$ cat src/rtl/gsr_pur_assign_gen.sv
// Chip-wide power-up reset (PUR_sig) and global set/reset (GSR_sig) generator, both active-low.
// Optional macro GSR_SW_EN adds a synchronous software GSR request input sw_gsr.
module gsr_pur_assign_gen #(
  parameter int PUR_CYCLES      = 16,
  parameter int GSR_SYNC_STAGES = 2,
  parameter int GSR_MIN_PULSE   = 4,
  parameter int CNT_W           = 8
) (
  input  logic             clk,
  input  logic             RSTB,
  input  logic             gsr_n_in,
`ifdef GSR_SW_EN
  input  logic             sw_gsr,
`endif
  output logic             GSR_sig,
  output logic             PUR_sig,
  output logic             ready,
  output logic [CNT_W-1:0] gsr_count
);

  localparam int PUR_W = 8;
  localparam int STR_W = (GSR_MIN_PULSE > 1) ? $clog2(GSR_MIN_PULSE) : 1;

  logic [PUR_W-1:0]           pur_cnt_q, pur_cnt_d;
  logic                       pur_q, pur_d;
  logic                       gsr_q, gsr_d;
  logic [STR_W-1:0]           str_q, str_d;
  logic [CNT_W-1:0]           cnt_q, cnt_d;
  logic [GSR_SYNC_STAGES-1:0] sync_q, sync_d;
  logic                       req;

  always_comb begin
    sync_d = {sync_q[GSR_SYNC_STAGES-2:0], gsr_n_in};
    req    = ~sync_q[GSR_SYNC_STAGES-1];
`ifdef GSR_SW_EN
    req    = req | sw_gsr;
`endif

    pur_cnt_d = pur_cnt_q;
    if (pur_cnt_q != PUR_W'(PUR_CYCLES))
      pur_cnt_d = pur_cnt_q + 1'b1;
    pur_d = pur_q | (pur_cnt_q == PUR_W'(PUR_CYCLES - 1));

    gsr_d = gsr_q;
    str_d = str_q;
    cnt_d = cnt_q;
    if (!pur_q) begin
      gsr_d = 1'b0;
      str_d = '0;
    end else if (gsr_q) begin
      if (req) begin
        gsr_d = 1'b0;
        str_d = STR_W'(GSR_MIN_PULSE - 1);
        if (cnt_q != '1)
          cnt_d = cnt_q + 1'b1;
      end
    end else if (str_q != '0) begin
      str_d = str_q - 1'b1;
    end else if (!req) begin
      // Same path releases GSR at power-up (stretch is 0 then) and after a pulse.
      gsr_d = 1'b1;
    end
  end

  always_ff @(posedge clk) begin
    if (RSTB) begin
      pur_cnt_q <= '0;
      pur_q     <= 1'b0;
      gsr_q     <= 1'b0;
      str_q     <= '0;
      cnt_q     <= '0;
      sync_q    <= '1;
    end else begin
      pur_cnt_q <= pur_cnt_d;
      pur_q     <= pur_d;
      gsr_q     <= gsr_d;
      str_q     <= str_d;
      cnt_q     <= cnt_d;
      sync_q    <= sync_d;
    end
  end

  assign GSR_sig   = gsr_q;
  assign PUR_sig   = pur_q;
  assign ready     = gsr_q & pur_q;
  assign gsr_count = cnt_q;

endmodule

$ cat config.mk
export PLATFORM = sky130hd
export DESIGN_NAME = gsr_pur_assign_gen
export DESIGN_NICKNAME = d
export VERILOG_FILES = /design/src/rtl/gsr_pur_assign_gen.sv
export SDC_FILE = /design/constraint.sdc
export NUM_CORES = 1
export LEC_CHECK = 0
export ABC_AREA = 1
export BUFFER_PORTS_ARGS = -buffer_cell sky130_fd_sc_hd__clkbuf_2
export CAP_MARGIN = 20
export CORE_UTILIZATION = 45
export CTS_CLUSTER_SIZE = 20
export DETAILED_ROUTE_END_ITERATION = 6
export PLACE_DENSITY = 0.73
export SLEW_MARGIN = 0
export SYNTH_ARGS = -nofsm -noshare
export SYNTH_HDL_FRONTEND = slang
export SYNTH_SLANG_ARGS = --single-unit
$ cat constraint.sdc
create_clock -name clk -period 1.7 [get_ports clk]
set_input_delay 0.17 -clock clk [delete_from_list [all_inputs] [get_ports clk]]
set_output_delay 0.17 -clock clk [all_outputs]
set_load 0.05 [all_outputs]
# == Word level (Yosys, flattened, before mapping) ==
# Index checks and enable logic that the tools add are counted.
# totals
in_bits,3
register_bits,22
rom_bits,0
word_cells,28
n_memories,0
out_inout_bits,11
mem_bits_rw,0
latch_bits,0
# classes
bitwise,4
shift,0
n_reduce_logical,5
n_eq_ne,4
n_addsub,3
mul,0
div,0
mux,6
order_cmp,0
# ops
operator,n
$add 8x1->8 const B,2
$eq 8x4->1 const B,1
$ne 8x5->1 const B,1
$ne 8x8->1 const B,1
$mux 2,3
$reduce_and 4->1,1
$reduce_bool 2->1,2
$mux 1,3
$ne 2x2->1 const B,1
$not 1->1,2
$reduce_and 2->1,1
$reduce_or 2->1,1
$sub 2x1->2 const B,1
$and 1x1->1,1
$or 1x1->1,1

# == Logic depth before layout (Yosys ltp) ==
# depth
ltp_word,3
ltp_mapped,8
depth_no_buf,8

# == Least setup slack after synthesis ==
# No wires, ideal clock.
# synth_timing
path_type,flip-flop to flip-flop
startpoint,"reg cnt_q[1], in the netlist gsr_count[1]"
endpoint,"reg cnt_q[1], in the netlist gsr_count[1]"
path_slack_ns,0.108
arrival_time_ns,1.479
setup_time_ns,0.114
path_stages_with_launch,9
path_buffers,0
path_cell_list,dfxtp_1 ha_1 nand2_1 nor2_2 nand2_2 nand3_2 nand2_1 nand2_1 nor2_1
# synth_between
elab_chain_len,2
word_cells_on_any_way,3
cone_classes,add/sub (1); eq/ne (1); reduce/logical (1)
# synth_lines
element,line,source
start: declaration,28,"logic [CNT_W-1:0] cnt_q, cnt_d;"
start signal: assignment,78,cnt_q <= cnt_d;
branches (longest 2 deep; another with $add 8x1->8),n/a,
# Several ways; the timed one is not identified.
# A chain may end at the register's enable or synchronous reset.

# == Worst setup path in the final report ==
# layout_timing
startpoint,"reg pur_q, in the netlist PUR_sig"
endpoint,out ready
# layout_between
elab_chain_len,1
# layout_lines
element,line,source
start: declaration,25,"logic pur_q, pur_d;"
start signal: assignment,75,pur_q <= pur_d;
$and 1x1->1,85,assign ready = gsr_q & pur_q;
end: declaration,17,"output logic ready,"
# Every way passes these cells.

==> impl_metrics.py <==
metrics = {
    "grt": {
        "grt_remaining_overflow": 0,
        "grt_max_degree": 13,
        "met3_usage_pct": 2.68,
        "grt_busiest_layer": "met2",
        "grt_use_total_pct": 18.2,
        "grt_pass1_vias": 855,
        "met1_usage_pct": 21.9,
        "grt_pass1_wl_mm": 3.56,
        "antenna_found_initial": 0,
        "met2_usage_pct": 30.9,
    },
    "synthesis": {
        "synth_compound_area_share_pct": 8.80,
        "syn_inst": 150,
        "yosysSeqAreaShare_pct": 40.7,
        "muxShareOfSynthArea_pct": 0,
        "synth_top_area_share_pct": 40.7,
        "synth_xor_area_share_pct": 1.62,
        "synthDistinctLibCells": 25,
        "syn_nets": 157,
        "synth_fa_ha_area_share_pct": 4.63,
        "synth-simple-area-share_pct": 34.5,
        "synthTopCellsByArea": "dfxtp_1 (41%), nor2_1 (8.0%), nand2_1 (7.6%)",
        "yosysTopAreaCell": "dfxtp_1",
        "synth-seq-cells": 22,
        "yosys_warnings": 0,
        "syn_area_sq_um": 1080,
        "syn_avg_cell_area_sq_um": 7.21,
        "synth_top_family_by_area": "simple AND/OR/NAND/NOR gates",
    },
    "cells_and_area": {
        "syn_to_final_growth_pct": 11.7,
        "final_area_sq_um": 1210,
        "regArea_sq_um": 440,
        "final_nets": 173,
        "antenna_cells": 0,
        "fillers": 221,
        "layout_common_cells": "nor2_1 (23), dfxtp_1 (22), nand2_1 (22)",
        "final_common_cell": "nor2_1",
        "drive_above_1_share_pct": 20.0,
        "multi_input_area_sq_um": 536,
    },
    "placement": {
        "place_area_sq_um": 1170,
        "port_buffers": 13,
        "routabilityCongestion": 0.827,
        "dp_hpwl_mm": 1.50,
    },
    "outcome": {
        "status": "finished, final reports clean",
    },
    "clock_network": {
        "cts_resized": 0,
        "cts_setup_buffers": 0,
        "cts-root-buf": "clkbuf_4",
        "clkSinkCount": 22,
        "cts_buffer_depth": 2,
        "clock_latency_ns": 0.31,
        "clkTransAtPathRegs_ns": 0.13,
        "h-tree-depth": 1,
        "cts_hold_buf": 0,
        "cts_tree": "built",
        "cts_buffers": 3,
    },
    "routing": {
        "drtIter0Drc": 12,
        "drc": 0,
        "avgViaCountPerCell": 5.03,
        "vias": 970,
        "dr.pass1.iters": 4,
        "ant_nets": 0,
        "wl_per_cell_microns": 10.2,
        "drt-total-wl_mm": 1.97,
    },
    "floorplan": {
        "start_util_pct": 48.4,
        "core_area_sq_um": 2230,
        "rows": 17,
        "die_w_microns": 51.0,
        "io-pin-count": 14,
        "die_h_microns": 51.0,
        "die_area_sq_um": 2600,
    },
    "timing": {
        "hold_viol_final": 0,
        "relSlewSlack_pct": 76.7,
        "setup_viol": 0,
        "setup-tns-final_ns": 0,
        "tightest_slew_ns": 0.349,
        "max_freq_mhz": 714,
        "rsz0062_at_grt": "no",
        "finalMaxSlewViolations": 0,
        "post-route-period-util_pct": 82.4,
        "clock_skew_ns": 0.00685,
        "layout_min_cycle_time_ns": 1.40,
    },
    "power_and_ir_drop": {
        "ir_worst_vdd_mv": 0.409,
        "cellPowerDensity_nw_per_um2": 709,
        "leakage_nw": 0.496,
    },
    "worst_setup_path": {
        "cp.arrival_ns": 1.23,
        "worstSetupPathType": "flop to output pin",
        "crit_path_end_kind": "output pin",
        "startpoint_type": "flop",
        "crit_fanout": 7,
        "critical_path_required_ns": 1.53,
    },
    "job": {
        "drv_cap": 0,
    },
    "hold_path": {
        "hold_class": "input pin to flop",
    },
}
[Yosys cell counts (all sizes together)]
library cell  instances
or2                   3
xnor2                 2
o21ai                 8
buf                   2
a21oi                 6
a31oi                 1
nor3b                 2
inv                  24
clkinv                1
nand2                23
nand3                14
nand4                 2
a211oi                2
nor3                  6
nor2                 28
dfxtp                22
ha                    4
[area by class of cell]
type	instances	area share [%]
multi-input combinational	101	44.4
sequential	22	36.5
inverter	25	7.88
timing repair buffer	13	5.39
clock buffer	4	3.01
tap	28	2.90
[where the power goes]
part	internal (mW)	switching, mW	leakage (nW)
registers	0.524	0.00652	0.178
logic	0.0157	0.0205	0.297
clock network	0.131	0.159	0.0210
total	0.670	0.186	0.496
[per-stage QoR]
stage / cells / worst slack (ns) / hold slack (ns) / total power [mW] / utilization [%]
floorplan: 150 / 0.108 / 0.274 / 0.571 / -
global placement: 189 / 0.455 / 0.352 / 0.577 / 52.4
detailed placement: 189 / 0.419 / 0.357 / 0.579 / 52.4
CTS: 193 / 0.293 / 0.0303 / 0.862 / 54.1
global route: 193 / 0.244 / 0.0381 / 0.883 / 54.1
finish: 193 / 0.300 / 0.0314 / 0.856 / 54.1
[worst max-delay path, stage by stage, from the launching register on]
cell      delay (ns)
dfxtp_1         0.52
nand2_1         0.09
inv_1           0.05
clkbuf_2        0.26
[state kept, by name, summed over array words and instances, names as in the netlist]
name and count:
sync_q 2, str_q 2, PUR_sig 1, pur_cnt_q 8, gsr_count 8, GSR_sig 1
[logic make-up (layout without fill, tap and decap cells)]
logic type                 count (synthesis)  count (layout)
AOI/OAI and AO/OA                         17              17
xor gates and xnor gates                   2               2
adders and majority gates                  4               4
buffers and inverters                     27              42
DFF                                       22              22
and+or+nand+nor                           78              78
[per-layer routing]
layer	part of all wire [%]	wire length, microns
met5	0	0
met4	2.1	41
met3	2.5	50
met2	47	929
met1	48	947
[path summary, 6_finish.rpt]
kind / start / to / slack (ns) / cells past startpoint
worst max-delay path: PUR_sig / ready / 0.30 / 3
worst min-delay path: gsr_n_in / sync_q[0] / 0.03 / 2
worst max register to register: gsr_count[1] / gsr_count[1] / 0.38 / 8
worst min register to register: sync_q[0] / sync_q[1] / 0.43 / 1
No activity file was read; power rests on OpenSTA's default activity.
